--- src/rtl/lfsr_gen.sv ---
// lfsr_gen: parameterised LFSR pseudo-random generator.
//   Two selectable tap polynomials, Fibonacci or Galois structure,
//   free-run or single-step (rising-edge of en) advance, seed load,
//   all-zero lockup recovery and an on-line period measurement.
//
// Ports
//   clk      in   rising-edge clock
//   rst_n    in   synchronous active-low reset
//   en       in   advance request
//   load     in   load seed (wins over a step)
//   seed     in   value to load (0 is replaced by SEED)
//   mode     in   [0] poly A/B, [1] Fibonacci/Galois, [2] free-run/single-step
//   lfsr     out  current state
//   bit_out  out  lfsr MSB
//   wrap     out  pulse: state returned to the measurement start value
//   lockup   out  pulse: zero state/seed replaced by SEED
//   period   out  last measured cycle length
module lfsr_gen #(
    parameter int               WIDTH  = 8,
    parameter logic [WIDTH-1:0] TAPS_A = 8'hB8,
    parameter logic [WIDTH-1:0] TAPS_B = 8'h8E,
    parameter logic [WIDTH-1:0] SEED   = 1
) (
    input  logic             clk,
    input  logic             rst_n,
    input  logic             en,
    input  logic             load,
    input  logic [WIDTH-1:0] seed,
    input  logic [2:0]       mode,
    output logic [WIDTH-1:0] lfsr,
    output logic             bit_out,
    output logic             wrap,
    output logic             lockup,
    output logic [WIDTH-1:0] period
);

    logic             en_q;
    logic [2:0]       mode_q;
    logic [WIDTH-1:0] start;
    logic [WIDTH-1:0] cnt;

    logic [WIDTH-1:0] taps;
    logic [WIDTH-1:0] fib_nxt;
    logic [WIDTH-1:0] gal_nxt;
    logic [WIDTH-1:0] step_val;
    logic [WIDTH-1:0] lfsr_nxt;
    logic [WIDTH-1:0] cnt_inc;
    logic             step;
    logic             adv;
    logic             lock_nxt;
    logic             mode_chg;

    assign bit_out = lfsr[WIDTH-1];

    always_comb begin
        taps     = mode[0] ? TAPS_B : TAPS_A;
        fib_nxt  = {lfsr[WIDTH-2:0], ^(lfsr & taps)};
        gal_nxt  = {lfsr[WIDTH-2:0], 1'b0} ^ (lfsr[WIDTH-1] ? taps : '0);
        step_val = mode[1] ? gal_nxt : fib_nxt;
        // single-step advances only on the cycle en rises
        step     = mode[2] ? (en & ~en_q) : en;
        mode_chg = (mode != mode_q);
        // saturate so a very long (or stuck) sequence never aliases to a short one
        cnt_inc  = (cnt == '1) ? cnt : cnt + 1'b1;

        lfsr_nxt = lfsr;
        lock_nxt = 1'b0;
        adv      = 1'b0;
        if (load) begin
            if (seed == '0) begin
                lfsr_nxt = SEED;
                lock_nxt = 1'b1;
            end else begin
                lfsr_nxt = seed;
            end
        end else if (step) begin
            adv = 1'b1;
            if (lfsr == '0) begin
                lfsr_nxt = SEED;
                lock_nxt = 1'b1;
            end else begin
                lfsr_nxt = step_val;
            end
        end
    end

    always_ff @(posedge clk) begin
        if (!rst_n) begin
            lfsr   <= SEED;
            start  <= SEED;
            cnt    <= '0;
            period <= '0;
            wrap   <= 1'b0;
            lockup <= 1'b0;
            en_q   <= 1'b0;
            mode_q <= 3'b000;
        end else begin
            en_q   <= en;
            mode_q <= mode;
            lfsr   <= lfsr_nxt;
            lockup <= lock_nxt;
            wrap   <= 1'b0;
            // a load or a mode switch restarts measurement from the new state;
            // period keeps the last completed measurement
            if (load || mode_chg) begin
                start <= lfsr_nxt;
                cnt   <= '0;
            end else if (adv) begin
                if (lfsr_nxt == start) begin
                    period <= cnt_inc;
                    wrap   <= 1'b1;
                    cnt    <= '0;
                end else begin
                    cnt <= cnt_inc;
                end
            end
        end
    end

endmodule

--- config.mk ---
export PLATFORM = sky130hd
export DESIGN_NAME = lfsr_gen
export DESIGN_NICKNAME = d
export VERILOG_FILES = /design/src/rtl/lfsr_gen.sv
export SDC_FILE = /design/constraint.sdc
export NUM_CORES = 1
export LEC_CHECK = 0
export CAP_MARGIN = 20
export CELL_PAD_IN_SITES_DETAIL_PLACEMENT = 1
export CELL_PAD_IN_SITES_GLOBAL_PLACEMENT = 1
export CORE_ASPECT_RATIO = 1.1
export CORE_MARGIN = 1.5
export CORE_UTILIZATION = 35
export CTS_CLUSTER_DIAMETER = 200
export DETAILED_ROUTE_END_ITERATION = 12
export GPL_ROUTABILITY_DRIVEN = 0
export GPL_TIMING_DRIVEN = 0
export HOLD_SLACK_MARGIN = 0.08
export PLACE_DENSITY_LB_ADDON = 0.1
export SETUP_SLACK_MARGIN = 0.02
export SLEW_MARGIN = 20
export SYNTH_ARGS = -nofsm -noshare
export SYNTH_HDL_FRONTEND = slang
export SYNTH_SLANG_ARGS = --single-unit
--- constraint.sdc ---
create_clock -name clk -period 7.62 [get_ports clk]
set_input_delay 2.286 -clock clk [delete_from_list [all_inputs] [get_ports clk]]
set_output_delay 2.286 -clock clk [all_outputs]
set_load 0.05 [all_outputs]
Word-level counts from Yosys, hierarchy flattened
Cells that the tools add are included.
{ "op_classes": {"order_cmp": 0, "n_addsub": 1, "n_mul": 0, "eq_ne": 3, "muxes": 17, "n_reduce_logical": 7, "shifts": 0, "n_bitwise": 7, "n_div": 0} }
{ "op_table": {"columns": ["operator", "count"], "rows": [
  ["8-bit two-way mux", 8],
  ["8-bit logical NOT", 2],
  ["8-bit by 1-bit adder with 8-bit output, second input constant", 1],
  ["8-bit AND", 1],
  ["8-bit == test", 1],
  ["8-bit == test, second input constant", 1],
  ["1-bit two-way mux", 8],
  ["8-bit parity", 1],
  ["8-bit bitwise XOR", 1],
  ["6-bit two-way mux", 1],
  ["1-bit NOT", 4],
  ["3-bit != test", 1],
  ["3-bit AND reduction", 1],
  ["3-bit OR reduction", 1],
  ["2-bit OR reduction", 1],
  ["1-bit AND", 1],
  ["1-bit logical OR", 1]
]} }
{ "word_totals": {"reg_bits": 38, "in_bits": 15, "wordCells": 43, "output_inout_bits": 19, "n_memories": 0, "latch_bits": 0, "ram_bits": 0, "romBits": 0} }

Longest topological paths before layout
Gate-level depths: netlist (run 1).
{ "depth": {"ltp_word": 9, "depth_mapped": 10, "mapped_depth_nobuf": 9} }

Worst setup path after synthesis (run 1)
No wires, ideal clock.
{ "synth_path": {"path_type": "input to register", "start": "in mode[1]", "end": "reg period[7]", "cell_stages": 8, "setup_time_ps": 70, "slack_ps": 3327, "arrival_ps": 4223, "required_ps": 7550, "path_buffers": 1, "path_cell_list": "clkbuf_1 nand3_1 xnor2_1 a221oi_4 xor2_2 o2111ai_2 or4_1 a21oi_1"} }
{ "synth_between": {"elab_chain_cells": 6, "word_cells_on_any_way": 9} }
{ "synth_lines": {"columns": ["item", "line_no", "source"], "rows": [
  ["start: declaration", "29", "input logic [2:0] mode,"],
  ["8-bit two-way mux", "59", "step_val = mode[1] ? gal_nxt : fib_nxt;"],
  ["8-bit two-way mux", "78", "if (lfsr == '0) begin"],
  ["8-bit two-way mux", "76", "end else if (step) begin"],
  ["8-bit two-way mux", "69", "if (load) begin"],
  ["8-bit == test", "109", "if (lfsr_nxt == start) begin"],
  ["3-bit AND reduction (no source line) (*)", null, null],
  ["end signal: assignment", "110", "period <= cnt_inc;"],
  ["end: declaration", "34", "output logic [WIDTH-1:0] period"]
]} }
Every way passes the cells marked *; elsewhere a longest branch is shown, timed or not.
A chain may end at the register's enable or synchronous reset.

Final worst setup path (run 1)
{ "layout_path": {"start": "in mode[2]", "end": "reg period[7]"} }
{ "layout_between": {"elab_chain_cells": 5, "word_cells_on_any_way": 10} }
{ "layout_lines": {"columns": ["item", "line_no", "source"], "rows": [
  ["1-bit two-way mux", "61", "step = mode[2] ? (en & ~en_q) : en;"],
  ["8-bit two-way mux", "76", null],
  ["8-bit two-way mux", "69", null],
  ["8-bit == test", "109", null],
  ["3-bit AND reduction (no source line) (*)", null, null]
]} }
Marked as above.

==> reports/metrics.yaml, run 1 <==
outcome: "finished clean"
synth_seq_cells: 38
drt_first_pass_iters: 4
synthArstFlopShare: 0
netlist_top_cells_count: "dfxtp_1 (38), nand2_1 (21), nor2_1 (20), a21oi_1 (19), nor3_1 (12)"
vias_per_cell: 5.632
hold_depth: 2
wl_per_cell_um: 18.05
finalHoldViolCount: 0
setup_viol: 0
rows: 30
finClkSkew_ns: 0.008820
r2r_start: "lfsr[7]"
ys.flop_type: "dfxtp_1"
cts_resized: 0
diodes: 0
hold_path_class: "reg -> reg"
yosys.area.top_type_share: 0.3292
die-width_um: 80.48
placedCellCount: 381
grt.total_usage: 0.2156
route.detailed.drc: 0
end_kind: "flop"
initial_core_util: 0.3687
vias: 2191
syn_inst: 268
critPathBufInv: 2
post-route-min-period_ns: 4.828
first_global_vias: 2272
ys_warn_count: 0
worst-path-stages: 9
r2r_setup_slack_ns: 4.75
cts_sinks: 38
ys_seq_area_frac: 0.3292
grt_pass1_wl_mm: 11.65
cap_violations: 0
post_cts_buffers: 0
grt_max_degree: 13
cp_slowest_stage_delay_ns: 0.52
die_area_um2: 7100
crit_arrival_ns: 5.05
critPathKind: "in -> reg"
overflow: 0
worstReg2RegEnd: "cnt[3]"
clk_latency_ns: 0.29
final_design_area_no_fill_um2: 2840
synthTopCellsByArea: "dfxtp_1 (33%), a21oi_1 (4.1%), xor2_1 (3.8%), nand2_1 (3.4%), nor2_1 (3.2%)"
total_power_uw: 487.1
clockRootBuffer: "clkbuf_8"
clockBufferDepth: 2
tns_ns: 0
dp_hpwl_mm: 5.291
nets: 325
drive_above_1_share: 0.1165
synthDistinctLibCells: 65
yosys.area.top_type: "dfxtp_1"
reg2reg_depth: 9
finalCritPeriodShare: 0.6336
critPathMaxFanout: 10
path_cells: "clkdlybuf4s50_1 -> a21boi_2 -> o21ai_0 -> a31oi_2 -> xor2_1 -> nand4_1 -> buf_4 -> or4_1 -> a21oi_1"
critPathSlowestCell: "a21boi_2"
synth_most_common_cell: "dfxtp_1"
layoutNonFillerInstCount: 389
die_h_um: 88.23
hold_end: "period[3]"
cts_tree: "built"
htreeDepth: 2
clk_pin_slew_ns: 0.08
hold_buffers: 0
syn_area_um2: 2311
core_area_um2: 6269
tightest_slew_ns: 0.6618
ant_nets: 0
cp_top_family: "compound AO/OA/AOI/OAI gates"
min_from: "period[3]"
ioPinCount: 34
antenna_found_initial: 0
worst_ep_required_time_ns: 7.84
cp-start-kind: "primary input"
drtIter0Drc: 54
fmax_mhz: 207.1
syn_to_final_growth_pct: 22.90
pwr_density_cell_nw_per_um2: 171.5
drv_slew: 0
utilization: 0.4531
place_area_um2: 2745
wirelength_mm: 7.020
irDropWorstVdd_mv: 0.09387
synthesis.nets: 285
relSlewSlack: 0.5551
synth_edf_count: 0
io_buffer_count: 32
leakagePower_uw: 0.0009962
syn_area_per_cell_um2: 8.623
cts_buffers: 5
grt_setup_unrepaired: "false"
[sequential cells by signal, summed over array words and instances (netlist names)]
register / cells
cnt: 8
en_q: 1
lfsr: 8
lockup: 1
mode_q: 3
period: 8
start: 8
wrap: 1
[routing by layer]
metal	share of wire	up-vias	GRT usage
li1	-	1072	-
met1	0.44	1063	0.2579
met2	0.51	45	0.3934
met3	0.036	11	0.03505
met4	0.016	0	0.06740
met5	0	-	0
[logic make-up after synthesis]
kind of cell    synth area share
mux                      0.03627
simple gates              0.2507
xor+xnor                 0.07526
flops                     0.3292
buf+inv                  0.05956
fa+ha+maj                0.01083
compound gates            0.2382
[worst register-to-register path, stage by stage (launching register included)]
cell       delay (ns)
dfxtp_1          0.40
inv_1            0.15
ha_1             0.19
nor4b_4          0.33
a211oi_2         0.15
a221oi_4         0.36
xor2_2           0.19
o2111ai_2        0.20
nor4_2           0.65
nor3_1           0.11
[through the flow]
stage	worst slack (ns)	hold WS [ns]
after floorplan	3.327	0.4453
after global placement	2.013	0.4556
after detailed placement	2.474	0.4616
after CTS	2.788	0.4769
after global routing	2.558	0.4915
final	2.792	0.4713
[cell type report]
cell class	count	area, um2
clock inverters	2	12.51
flip-flops and latches	38	760.7
inverters	8	30.03
clock buffers	6	82.58
fillers	747	3428
repair buffers	33	327.8
plain buffers	13	107.6
multi-input cells	209	1419
well taps	80	100.1
[worst max-delay path by stage]
stage / startpoint / end / slack (ns)
CTS: load / cnt[3] / 2.79
floorplan: mode[1] / period[7] / 3.33
global placement: load / cnt[7] / 2.01
detailed placement: load / cnt[1] / 2.47
finish: mode[2] / period[7] / 2.79
global route: en / period[7] / 2.56
[cell usage in the layout (no fill, tap or decap), drive strengths merged, types with 4 or more instances in the layout]
master	count
a211oi	6
a21oi	20
a31oi	4
and2	7
buf	5
clkbuf	13
clkdlybuf4s50	32
dfxtp	38
inv	7
mux2i	5
nand2	21
nand3	10
nand4	10
nor2	20
nor3	13
nor4	4
o21ai	11
o31ai	9
or4	4
xnor2	8
xor2	11
[report_power, final]
group          internal, uW  switching (uW)  total [uW]
Combinational          48.7            72.6         121
Clock                  72.8            74.1         147
Sequential              207            12.4         219
Total                   328             159         487
No activity file was read; power rests on OpenSTA's default activity.
==> run 2: changes to the inputs <==
==> constraint.sdc (replaced) <==
create_clock -name clk -period 4.75 [get_ports clk]
set_input_delay 1.425 -clock clk [delete_from_list [all_inputs] [get_ports clk]]
set_output_delay 1.425 -clock clk [all_outputs]
set_load 0.05 [all_outputs]
==> results of run 2 <==
The final DEF is identical to that of run 1. Status: finished clean.
Among the figures that moved: setup slack after placement 2.474 ns -> 0.4650 ns; setup slack after layout 2.792 ns -> 0.7833 ns; register-to-register setup slack 4.75 ns -> 1.88 ns; total power 487.1 uW -> 781.5 uW; worst IR drop on VDD 0.09387 mV -> 0.1506 mV
==> run 3: changes to the inputs <==
==> constraint.sdc (replaced) <==
create_clock -name clk -period 3.9 [get_ports clk]
set_input_delay 1.17 -clock clk [delete_from_list [all_inputs] [get_ports clk]]
set_output_delay 1.17 -clock clk [all_outputs]
set_load 0.05 [all_outputs]
==> run 3 against run 2 <==
Clock-buffer cell count stayed put. Highest routed layer unchanged. Wire length increased by 0.11%. Register-to-register slack lost 0.85 ns. Non-clock buffer count unchanged. First-iteration DRC count is 1.9% higher. Largest cell class unchanged. Hold slack did not move.
==> reports/metrics.yaml, run 3 (synthesized netlist as in run 1, its figures left out) <==
outcome: "finished clean"
wirelength_mm: 7.028  # +0.11%
utilization: 0.4543  # +0.001197
htreeDepth: 2  # unchanged
layoutNonFillerInstCount: 389  # unchanged
leakagePower_uw: 0.001001  # +0.51%
overflow: 0  # unchanged
io_buffer_count: 32  # unchanged
nets: 325  # unchanged
initial_core_util: 0.3687  # unchanged
most-common-layout-cells: "dfxtp_1 (38), clkdlybuf4s50_1 (32), nand2_1 (21), nor2_1 (20), a21oi_1 (19)"
cts_sinks: 38  # unchanged
pwr_density_cell_nw_per_um2: 334.5
worst_ep_required_time_ns: 4.04
drtIter0Drc: 55  # +1.9%
setup_viol: 0  # unchanged
finalHoldViolCount: 0  # unchanged
finalCritPeriodShare: 0.9453
diodes: 0  # unchanged
route.detailed.drc: 0  # unchanged
rows: 30  # unchanged
finClkSkew_ns: 0.008974  # +0.0001537 ns
crit_arrival_ns: 3.83
post_cts_buffers: 0  # unchanged
critPathKind: "in -> reg"
grt_setup_unrepaired: "false"
critPathSlowestCell: "nor4_2"
antenna_found_initial: 0  # unchanged
wl_per_cell_um: 18.07  # +0.11%
grt.total_usage: 0.2156  # unchanged
vias_per_cell: 5.653  # +0.37%
first_global_vias: 2272  # unchanged
clk_latency_ns: 0.29  # about the same
end_kind: "flop"
drt_first_pass_iters: 4  # unchanged
tns_ns: 0  # unchanged
clockBufferDepth: 2  # unchanged
path_cells: "clkdlybuf4s50_1 -> clkinv_1 -> and3_2 -> a221oi_4 -> xor2_2 -> o2111ai_2 -> nor4_2 -> nor3_1"
drv_slew: 0  # unchanged
ant_nets: 0  # unchanged
final_design_area_no_fill_um2: 2848  # +0.26%
irDropWorstVdd_mv: 0.1834
cp_slowest_stage_delay_ns: 0.65  # +0.13 ns
place_area_um2: 2745  # unchanged
relSlewSlack: 0.5552  # about the same
ioPinCount: 34  # unchanged
vias: 2199  # +0.37%
die_h_um: 88.23  # unchanged
final_common_cell: "dfxtp_1"
cts_tree: "built"
grt_max_degree: 13  # unchanged
fmax_mhz: 271.2
clockRootBuffer: "clkbuf_8"
placedCellCount: 381  # unchanged
cts_buffers: 5  # unchanged
critPathMaxFanout: 10  # unchanged
syn_to_final_growth_pct: 23.23
core_area_um2: 6269  # unchanged
grt_pass1_wl_mm: 11.65  # unchanged
total_power_uw: 952.5
hold_path_class: "reg -> reg"
post-route-min-period_ns: 3.687
cap_violations: 0  # unchanged
dp_hpwl_mm: 5.291  # unchanged
drive_above_1_share: 0.1165  # unchanged
die-width_um: 80.48  # unchanged
cp-start-kind: "primary input"
tightest_slew_ns: 0.6617  # -0.0001352 ns
die_area_um2: 7100  # unchanged
clk_pin_slew_ns: 0.08  # about the same
run 3: changes by cell type in the layout (fill, tap and decap cells not counted):
| cell | before | now |
|---|---|---|
| a21boi_4 | 0 | 1 |
| a21boi_2 | 1 | 0 |
run 3: area by class of cell:
type                       count  area [um2]
clock inverter                 2       12.51
clock buffer                   6       82.58
tap                           80       100.1
buffer                        13       107.6
multi-input combinational    209        1426
timing repair buffer          33       327.8
sequential                    38       760.7
inverter                       8       30.03
fill                         747        3421
run 3: worst paths after layout:
| path | start | endpoint | cells past startpoint | slack [ns] |
|---|---|---|---|---|
| min | period[3] | period[3] | 2 | 0.47 |
| max | load | cnt[3] | 8 | 0.21 |
| min reg2reg | period[3] | period[3] | 2 | 0.47 |
| max reg2reg | lfsr[7] | cnt[3] | 9 | 1.03 |
run 3: through the flow:
stage	hold WS [ns]	worst slack, ns
2_1_floorplan	0.4453	0.7231
3_3_place_gp	0.4556	-0.5910
3_5_place_dp	0.4616	-0.1300
4_1_cts	0.4769	0.1838
5_1_grt	0.4915	0.03513
6_report	0.4713	0.2133
run 3: repair_timing:
| action | CTS | global route |
|---|---|---|
| resized for setup | 0 | 1 |
| setup endpoints to repair | 0 | 1 |
| hold buffers | 0 | 0 |
run 3: critical path: cells and delay by family:
family | cells | cell delay (ns)
buffers and inverters | 2 | 0.88
AO/OA/AOI/OAI | 2 | 0.49
XOR/XNOR | 1 | 0.19
AND/OR/NAND/NOR | 3 | 1.09
run 3: metal layers:
metal | track usage | share of wire
met2 | 0.3934 | 0.51
met4 | 0.06740 | 0.016
met5 | 0 | 0
met3 | 0.03505 | 0.041
met1 | 0.2579 | 0.44
run 3: report_power, final:
part	switching [uW]	internal (uW)	total, uW
Clock	145	142	287
Combinational	142	95.7	237
Sequential	24.4	404	428
Total	311	642	953
